--- src/rtl/datapath_checker_pkg.sv ---
// Shared definitions for the datapath checker: opcode encodings, FSM states
// and the "no error seen" index sentinel.
package datapath_checker_pkg;

  localparam logic [2:0] OP_ADD = 3'b000;
  localparam logic [2:0] OP_SUB = 3'b001;
  localparam logic [2:0] OP_AND = 3'b010;
  localparam logic [2:0] OP_OR  = 3'b011;
  localparam logic [2:0] OP_XOR = 3'b100;
  localparam logic [2:0] OP_NOT = 3'b101;
  localparam logic [2:0] OP_SHL = 3'b110;
  localparam logic [2:0] OP_SRA = 3'b111;

  localparam logic [15:0] NO_ERR_IDX = 16'hFFFF;

  typedef enum logic [1:0] {
    S_IDLE = 2'd0,
    S_RUN  = 2'd1,
    S_DONE = 2'd2
  } state_e;

endpackage

--- src/rtl/datapath_golden.sv ---
// Combinational reference model of the ALU under test; produces the result
// and carry/flag that a correct DUT must return for a given opcode.
module datapath_golden
  import datapath_checker_pkg::*;
#(
  parameter int N = 16
) (
  input  logic [N-1:0] a_i,
  input  logic [N-1:0] b_i,
  input  logic [2:0]   opcode_i,
  output logic [N-1:0] y_o,
  output logic         co_o
);

  logic [N:0] wide;

  // Add and subtract run one bit wider so bit N holds carry or borrow.
  always_comb begin
    wide = '0;
    y_o  = '0;
    co_o = 1'b0;
    unique case (opcode_i)
      OP_ADD: begin
        wide = {1'b0, a_i} + {1'b0, b_i};
        y_o  = wide[N-1:0];
        co_o = wide[N];
      end
      OP_SUB: begin
        wide = {1'b0, a_i} - {1'b0, b_i};
        y_o  = wide[N-1:0];
        co_o = wide[N];
      end
      OP_AND: y_o = a_i & b_i;
      OP_OR:  y_o = a_i | b_i;
      OP_XOR: y_o = a_i ^ b_i;
      OP_NOT: y_o = ~a_i;
      OP_SHL: begin
        y_o  = {a_i[N-2:0], 1'b0};
        co_o = a_i[N-1];
      end
      OP_SRA: begin
        y_o  = {a_i[N-1], a_i[N-1:1]};
        co_o = a_i[0];
      end
      default: y_o = '0;
    endcase
  end

endmodule

--- config.mk ---
export PLATFORM = sky130hd
export DESIGN_NAME = datapath_golden
export DESIGN_NICKNAME = d
export VERILOG_FILES = /design/src/rtl/datapath_checker_pkg.sv /design/src/rtl/datapath_golden.sv
export SDC_FILE = /design/constraint.sdc
export NUM_CORES = 1
export LEC_CHECK = 0
export CORE_UTILIZATION = 45
export DETAILED_ROUTE_END_ITERATION = 8
export DONT_BUFFER_PORTS = 1
export PLACE_DENSITY = 0.71
export SYNTH_ARGS = -nofsm -noshare
export SYNTH_HDL_FRONTEND = slang
export SYNTH_SLANG_ARGS = --single-unit
--- constraint.sdc ---
create_clock -name vclk -period 4.2
set_input_delay 0.84 -clock vclk [all_inputs]
set_output_delay 0.84 -clock vclk [all_outputs]
set_load 0.01 [all_outputs]
# Word-level counts from Yosys, hierarchy flattened
# Index checks and enable logic that the tools add are counted.
[op_classes]
add_sub_neg = 2
eq_ne = 7
mux = 2
bitwise = 4
n_reduce_logical = 1
[ops]
columns = ["op", "count"]
rows = [
  ["case mux 16 bit (8 select lines)", 1],
  ["adder 16 x 16 -> 17 bit", 1],
  ["subtractor 16 x 16 -> 17 bit", 1],
  ["AND 16 bit", 1],
  ["NOT 16 bit", 1],
  ["OR 16 bit", 1],
  ["XOR 16 bit", 1],
  ["== test 3 bit, second input constant", 4],
  ["== test 3 x 2 -> 1 bit, second input constant", 2],
  ["case mux 1 bit (4 select lines)", 1],
  ["== test 3 x 1 -> 1 bit, second input constant", 1],
  ["zero test 3 bit", 1],
]
[word_totals]
regBits = 0
elab_cells = 16

# Longest topological paths before layout
[depth]
word_depth = 2
ltp_mapped = 10
mapped_depth_nobuf = 10

# Worst setup path after synthesis
# Ideal clock, no wire load.
[synth_timing]
path_kind = "input to output"
start = "input port a_i[0]"
end = "output port y_o[14]"
arrival_ns = 2.924
path_slack_ns = 0.436
cell_stages = 10
path_buffers = 0
path_cell_list = "inv_1 > ha_1 > fa_1 > o21ba_2 > o211ai_1 > a21oi_1 > o41ai_1 > o22ai_1 > xnor2_1 > o221ai_1"
[synth_between]
elab_chain_cells = 2
[synth_rtl]
columns = ["element", "line", "source"]
rows = [
  ["from (decl)", "datapath_golden.sv:8", "input logic [N-1:0] a_i,"],
  ["subtractor 16 x 16 -> 17 bit / adder 16 x 16 -> 17 bit (equally long branches)", "datapath_golden.sv:29, datapath_golden.sv:24", ""],
  ["case mux 16 bit (8 select lines) (*)", "datapath_golden.sv:22", "unique case (opcode_i)"],
  ["to (decl)", "datapath_golden.sv:11", "output logic [N-1:0] y_o,"],
]
# Mark *: on every way between the ends. The rest lies on a longest branch, timed or not.

# Worst setup path in the final report
# Ends and elaborated chain as after synthesis.

==> results summary <==
The die width is 82.23 um. The count of hold-fix buffers inserted at cts came out at 0. The kind of cell with the highest combined delay along the critical path is compound AO/OA/AOI/OAI gates. Walking the worst path, the cells encountered are inv_1, ha_1, fa_1, o21ba_2, o211ai_1, a21oi_1, o41ai_1, buf_4, o22ai_1, xnor2_1, o221ai_1. The placed instances occupy a cell area of 2883 sq um. The relative max-transition margin is 40.46%.

The number of remaining DRC errors came out at 0. The number of placed instances, taps included, is 477. Setup repair after global routing left no endpoint under its margin. The sequential standard cell area came out at 0 sq um.

The critical path contains buffers and inverters numbering 2 combined. The data arrival time at the worst-slack endpoint came out at 3.08 ns. The share of final-layout standard cells stronger than drive strength 1 came out at 4.975%. The number of cells on the critical path came out at 11. The detailed-route vias per instance is around 6.4.

The worst setup path is launched from a primary input. The tool flagged a number of max-cap violations equal to 0. The I/O pin count came out at 52. The layout-stage area growth over the synthesis result is -0.4753%.

Along the worst hold path, the cell count comes to 1. Global routing finished with a remaining overflow of 0. The first routing iteration left 260 violations.

The half-perimeter wire length of the detailed placement result came out at 6.358 mm. The cell leakage power came out at 1.328 nW. The routed wire length per instance came out at roughly 18 um. The number of nets handed over by synthesis was 514.

After synthesis, the cell types taking the most area are ha_1, inv_1, a21oi_1. Of all nets on the critical path, the largest fanout is 5. The detailed-route via count is 3074.

The number of gates resized after CTS came out at 0. The ratio of total power to cell area came out at 125.9 nW/um^2. The netlist area before placement is just under 3000 sq um.

The final-stage net count came out at between 400 and 500. The post-route antenna net violation count came out at 0. The run finished with clean final reports. The critical path is of the primary input to output pin type. The most used standard cell by instance count after synthesis is inv_1. With fillers left out, the area of the finished cells amounts to 2883 sq um. The first-pass GRT wire length is 13.28 mm. The period utilization is between 90% and 100%. After clock tree synthesis, the setup repair step added 0 buffers. After technology mapping, the gate count stands at 429. The pin count of the biggest net entering global routing came out at 56. The post-route setup TNS came out at 0 ns. The y dimension of the die is between 80 and 90 um.

The standard cell with the maximum stage delay on the critical path is fa_1. The yosys synthesis warning count came out at 0. In this run the standard cell core region covers 6061 sq um.

The count of input and output buffers is 0. For this configuration, the core starts out at a cell density of a little under half. The maximum operating frequency came out at 254.8 MHz.

The number of failing hold endpoints at the final stage was 0. The count of non-filler cells in the finished layout came out at 477. The utilization of the core after routing is 47.56%. The via count of the first global-routing pass came out at 2719.

In this run the mean area of a mapped cell was roughly 6.8 sq um. Hold is met by around 1.8 ns. The top cell type's share of synthesized area came out at 20.73%. The number of antenna violations at the first check in global routing came out at 0. The total setup violations reported at the end of the flow is 0. The final count of pins violating max slew was 0. After synthesis, the netlist uses between 50 and 60 different library cells. The total inserted antenna cells came out at 0.

Of all cell types, the one taking the most synthesized area is ha_1. The multi-input logic area is around 2600 sq um. The slew at the pin closest to its max-slew limit is 0.8898 ns. The first detailed-routing pass ran for 4 iterations. The global placement routability congestion is 0.9380. Summed over all layers, the routed wires come to 8.398 mm. The total global routing track utilization came out at approximately a quarter. The type of the most critical hold path is primary input to output pin. The die area came out at 6762 sq um. The delay of the slowest cell on the worst path is 0.40 ns. The commonest cells after synthesis are inv_1, ha_1, a21oi_1. The required arrival time at the worst endpoint is 3.36 ns. The clock period could shrink to 3.925 ns. The kind of end point of the critical path is an output pin. The final-layout clock buffer total is 0. The layout sequential cell count is 0. Across the VDD grid, the largest voltage drop is around 0.049 mV.

Counting the fill cells in the layout gives 632. The standard-cell row count came out at 28. The register area share after synthesis is 0%.
==> layer usage <==
layer | part of all wire [%] | vias up | global-route usage (%)
met1 | 47 | 1447 | 35.54
li1 | - | 1503 | -
met3 | 7.3 | 6 | 2.088
met4 | 1.0 | 0 | 2.982
met2 | 44 | 118 | 40.66
met5 | 0 | - | 0
==> cells in the final DEF, fill, tap and decap left out, types with 9 or more instances in the layout <==
cell type  netlist  routed
inv_1           55      55
nand2_1         33      33
nor3_1          10      10
o22ai_1         11      11
a21oi_1         38      38
o21ai_0         31      31
nand2b_1        10      10
nor2_1          35      35
a21o_1           9       9
ha_1            48      48
==> power by group <==
part	internal, mW	total (mW)	switching, mW	leakage (nW)
clock	0	0	0	0
combinational	0.149	0.363	0.213	1.33
sequential	0	0	0	0
==> worst paths after layout <==
kind	to	start	slack (ns)
setup / recovery	y_o[14]	a_i[0]	0.28
hold / removal	y_o[0]	opcode_i[2]	1.83
==> stage by stage <==
stage,setup WS (ns),total power [mW]
2_1_floorplan,0.4364,0.3071
3_3_place_gp,0.3753,0.3502
3_5_place_dp,0.3275,0.3548
4_1_cts,0.3211,0.3569
5_1_grt,0.1289,0.3982
6_report,0.2754,0.3628
==> kinds of logic (layout without fill, tap and decap cells) <==
group / count (synthesis) / in the layout / synth area share [%]
AOI/OAI and AO/OA: 158 / 158 / 37.80
xor gates and xnor gates: 5 / 5 / 1.512
adders and majority gates: 50 / 50 / 22.12
buffers and inverters: 86 / 59 / 11.88
muxes: 15 / 15 / 8.207
and+or+nand+nor: 115 / 115 / 18.49
==> final cells by class <==
class,instances,area share (%)
timing repair buffer,4,1.042
multi-input combinational,343,88.54
tap,75,3.255
inverter,55,7.161
Power figures use the tool's default switching activity.
==> patch 1: new RTL, same flow settings <==
Change the parameter `N` from 16 to 8.
--- a/src/rtl/datapath_golden.sv
+++ b/src/rtl/datapath_golden.sv
@@ -4,5 +4,5 @@
   import datapath_checker_pkg::*;
 #(
-  parameter int N = 16
+  parameter int N = 8
 ) (
   input  logic [N-1:0] a_i,
Ports: changed (resized a_i, b_i and y_o); port bits go from 52 to 28. The function was not compared with the original's and may differ.
==> patch 1 against the original RTL <==
Highest routed layer unchanged. Wire length is 55% lower. Area after synthesis is 50% lower. Setup slack better by 0.48 ns. Fmax is 14% higher. Critical path type unchanged. Cell area is 50% lower. Total power is 57% lower.
==> patch 1: results (changes against the original RTL) <==
INFO  metric status = complete, no violations (unchanged)
INFO  metric global_route.usage.total = 22.3% (was 24.7%)
INFO  metric min-delay-path-class = in -> out (unchanged)
INFO  metric final_nets = 247 (was 489)
INFO  metric cellLeakagePower = 0.000674 uW (was 0.00133 uW)
INFO  metric postPlaceCellArea = 1440 um2 (was 2880 um2)
INFO  metric pre_cts_slack = 0.783 ns (was 0.328 ns)
INFO  metric detail_route.iter0.violations = 97 (was 260)
INFO  metric synth.distinct_cells = 51 (was 57)
INFO  metric max_slew.worst_pin.slew = 0.456 ns (was 0.890 ns)
INFO  metric sequential_cell_total = 0 (unchanged)
INFO  metric critical_path.max_fanout = 5 (unchanged)
INFO  metric grt_start_max_net_pins = 37 (was 56)
INFO  metric n_fill_cell = 344 (was 632)
INFO  metric synth_sequential_area_ratio = 0% (unchanged)
INFO  metric n_antenna_cell = 0 (unchanged)
INFO  metric grt_pass1_vias = 1339 (was 2719)
INFO  metric yosys_warn_count = 0 (unchanged)
INFO  metric port_buf_inserts = 0 (unchanged)
INFO  metric postSynthNetCount = 259 (was 514)
INFO  metric place_congestion = 0.875 (was 0.938)
INFO  metric ir_worst_vdd = 0.0527 mV (was 0.0493 mV)
INFO  metric worst_path_largest_cell_delay = 0.40 ns (about the same)
INFO  metric buffers_inserted_during_post_cts_setup_optimization = 0 (unchanged)
INFO  metric grt_pass1_wl = 6180 um (was 13300 um)
INFO  metric detail_route.wl_per_cell = 15.6 um (was 17.6 um)
INFO  metric synth.area.top_cells = ha_1 21%, o21ai_0 6.5%, inv_1 6.4% (was ha_1 21%, inv_1 7.1%, a21oi_1 6.6%)
INFO  metric hpwl = 2950 um (was 6360 um)
INFO  metric p_sw = 90.8 uW (was 213 uW)
INFO  metric layout_cells_sized_above_1 = 3.52% (was 4.98%)
INFO  metric final.clkbuf_count = 0 (unchanged)
INFO  metric post_cts_resize_count = 0 (unchanged)
INFO  metric crit_path_top_delay_cell = fa_1 (unchanged)
INFO  metric via_per_inst = 6.00 (was 6.44)
INFO  metric critPathTopFamily = compound AO/OA/AOI/OAI gates (unchanged)
INFO  metric firstDrtPassIters = 4 (unchanged)
INFO  metric netlist_top_cells_count = 25 x ha_1, 25 x inv_1, 19 x o21ai_0 (was 55 x inv_1, 48 x ha_1, 38 x a21oi_1)
INFO  metric antenna_found_initial = 0 (unchanged)
patch 1: kinds of logic (layout without fill, tap and decap cells):
logic type,after synthesis,in the layout,share of synthesized area [%]
buf+inv,40,26,11.7
simple gates,61,61,22.1
xor+xnor,5,5,2.99
compound gates,72,72,32.5
mux,8,8,6.59
fa+ha+maj,27,27,24.1
patch 1: power groups by stage:
| stage | clock network, uW | registers [uW] | logic, uW |
|---|---|---|---|
| 3_5_place_dp | 0 | 0 | 154 |
| 3_3_place_gp | 0 | 0 | 152 |
| 2_1_floorplan | 0 | 0 | 138 |
| 4_1_cts | 0 | 0 | 155 |
| 6_report | 0 | 0 | 156 |
| 5_1_grt | 0 | 0 | 173 |
patch 1: through the flow:
step / cells / total power [uW] / utilization (%)
6_report: 243 / 156 / 46.9
5_1_grt: 243 / 173 / 46.9
4_1_cts: 243 / 155 / 46.9
3_5_place_dp: 243 / 154 / 46.9
3_3_place_gp: 243 / 152 / 46.9
2_1_floorplan: 213 / 138 / -
patch 1: cell type report:
type / instances / area (um2) / area share, %
inverter: 26 / 97.6 / 6.76
multi-input combinational: 173 / 1290 / 89.4
tap: 44 / 55.1 / 3.81
patch 1: worst paths after layout:
path | slack [ns] | cells after the start | endpoint | from
max | 0.76 | 8 | y_o[4] | a_i[0]
min | 1.78 | 1 | y_o[5] | opcode_i[0]
patch 1: routing by layer:
layer	track usage, %	vias up	wire [um]
li1	-	734	-
met1	32.0	682	1790
met2	38.8	39	1800
met3	1.09	2	185
met4	1.02	0	11
met5	0	-	0
==> patch 2: new RTL, config.mk and constraints unchanged <==
Made on the original files. Remove the case item `OP_SUB` of the case on `opcode_i`.
--- a/src/rtl/datapath_golden.sv
+++ b/src/rtl/datapath_golden.sv
@@ -26,9 +26,4 @@
         co_o = wide[N];
       end
-      OP_SUB: begin
-        wide = {1'b0, a_i} - {1'b0, b_i};
-        y_o  = wide[N-1:0];
-        co_o = wide[N];
-      end
       OP_AND: y_o = a_i & b_i;
       OP_OR:  y_o = a_i | b_i;
Function: changed (Yosys sat finds a counterexample).
==> patch 2 against the original RTL <==
Via count is 33% lower. Global-route usage decreased by 2.1 points. Setup slack improved by 0.28 ns. Area after synthesis is 33% lower. Cell area decreased by 33%. Total power is 40% lower. Critical path type unchanged. Fmax increased by 7.6%. Highest routed layer unchanged. Cell count decreased by 28%. Wire length down 40%. Critical endpoint unchanged.
==> patch 2: results (changes against the original RTL) <==
INFO  metric status = complete, no violations (unchanged)
INFO  metric post_synth_xor_area_fraction = 5.87% (was 1.51%)
INFO  metric max_slew.worst_pin.slew = 0.519 ns (was 0.890 ns)
INFO  metric ir_worst_vdd = 0.0451 mV (was 0.0493 mV)
INFO  metric data_arrival_time_of_the_worst_path = 2.81 ns (was 3.08 ns)
INFO  metric synthesized_area_fraction_occupied_by_ao_oa_aoi_and_oai_cells = 38.9% (was 37.8%)
INFO  metric grt_pass1_wl = 8340 um (was 13300 um)
INFO  metric netlist_top_cells_count = 45 x o21ai_0, 44 x inv_1, 39 x nand2_1 (was 55 x inv_1, 48 x ha_1, 38 x a21oi_1)
INFO  metric finalWirelength = 5040 um (was 8400 um)
INFO  metric via_per_inst = 5.97 (was 6.44)
INFO  metric syn_avg_cell_area = 6.24 um2 (was 6.75 um2)
INFO  metric place_congestion = 0.879 (was 0.938)
INFO  metric port_buf_inserts = 0 (unchanged)
INFO  metric n_fill_cell = 415 (was 632)
INFO  metric global_route.usage.met1 = 30.7% (was 35.5%)
INFO  metric top_layer_used = met4 (unchanged)
INFO  metric crit_path_top_delay_cell = or4_1 (was fa_1)
INFO  metric final-instance-count-excl-fill = 344 (was 477)
INFO  metric global_route.usage.total = 22.6% (was 24.7%)
INFO  metric final.clkbuf_count = 0 (unchanged)
INFO  metric dr_wl_met2 = 2330 um (was 3720 um)
INFO  metric route.layer.met1.wl = 2220 um (was 3980 um)
INFO  metric gr-usage-met3 = 2.70% (was 2.09%)
INFO  metric cellLeakagePower = 0.000934 uW (was 0.00133 uW)
INFO  metric power.internal = 91.8 uW (was 149 uW)
INFO  metric grt_pass1_vias = 1874 (was 2719)
INFO  metric final_nets = 364 (was 489)
INFO  metric met3RoutedLength = 461 um (was 617 um)
INFO  metric postPlaceCellArea = 1940 um2 (was 2880 um2)
INFO  metric fin_hold_ws = 1.76 ns (was 1.83 ns)
INFO  metric hpwl = 3850 um (was 6360 um)
INFO  metric met2_track_demand_over_resource = 38.7% (was 40.7%)
INFO  metric min_delay_worst_endpoint = y_o[0] (unchanged)
INFO  metric pre_cts_slack = 0.548 ns (was 0.328 ns)
INFO  metric sequential_cell_total = 0 (unchanged)
INFO  metric firstDrtPassIters = 5 (was 4)
INFO  metric hold_path.startpoint = opcode_i[0] (was opcode_i[2])
INFO  metric final_area = 1940 um2 (was 2880 um2)
INFO  metric grt_start_max_net_pins = 58 (was 56)
INFO  metric synth.distinct_cells = 42 (was 57)
INFO  metric layout_cells_sized_above_1 = 1.70% (was 4.98%)
INFO  metric worst_path_largest_cell_delay = 0.49 ns (was 0.40 ns)
INFO  metric synth.area.top_cells = ha_1 21%, o21ai_0 12%, inv_1 8.5% (was ha_1 21%, inv_1 7.1%, a21oi_1 6.6%)
INFO  metric postSynthNetCount = 379 (was 514)
INFO  metric detail_route.iter0.violations = 176 (was 260)
INFO  metric yosys.area_share.adder = 21.7% (was 22.1%)
==> patch 2: layout make-up <==
cell class	count	share of cell area, %
Inverter	44	8.51
Multi-Input combinational cell	249	87.9
Tap cell	50	3.22
Timing Repair Buffer	1	0.387
==> patch 2: worst max-delay path: cells and delay by family <==
kind	cells	cell delay (ns)
AOI/OAI and AO/OA	3	0.62
adders and majority gates	2	0.55
and+or+nand+nor	2	0.65
buffers and inverters	2	0.14
==> patch 2: how the worst max path moves through the flow <==
stage                 from      end  slack, ns  cells after the start
floorplan           a_i[0]  y_o[14]       0.74                      9
detailed placement  a_i[0]  y_o[14]       0.55                      9
finish              a_i[0]  y_o[14]       0.55                      9
global placement    a_i[0]  y_o[14]       0.60                      9
global route        a_i[0]  y_o[14]       0.38                      9
CTS                 a_i[0]  y_o[14]       0.55                      9
==> patch 2: power groups by stage <==
stage               Combinational, uW  Sequential (uW)  Clock [uW]
global route                      248                0           0
global placement                  217                0           0
detailed placement                218                0           0
CTS                               220                0           0
floorplan                         198                0           0
finish                            219                0           0
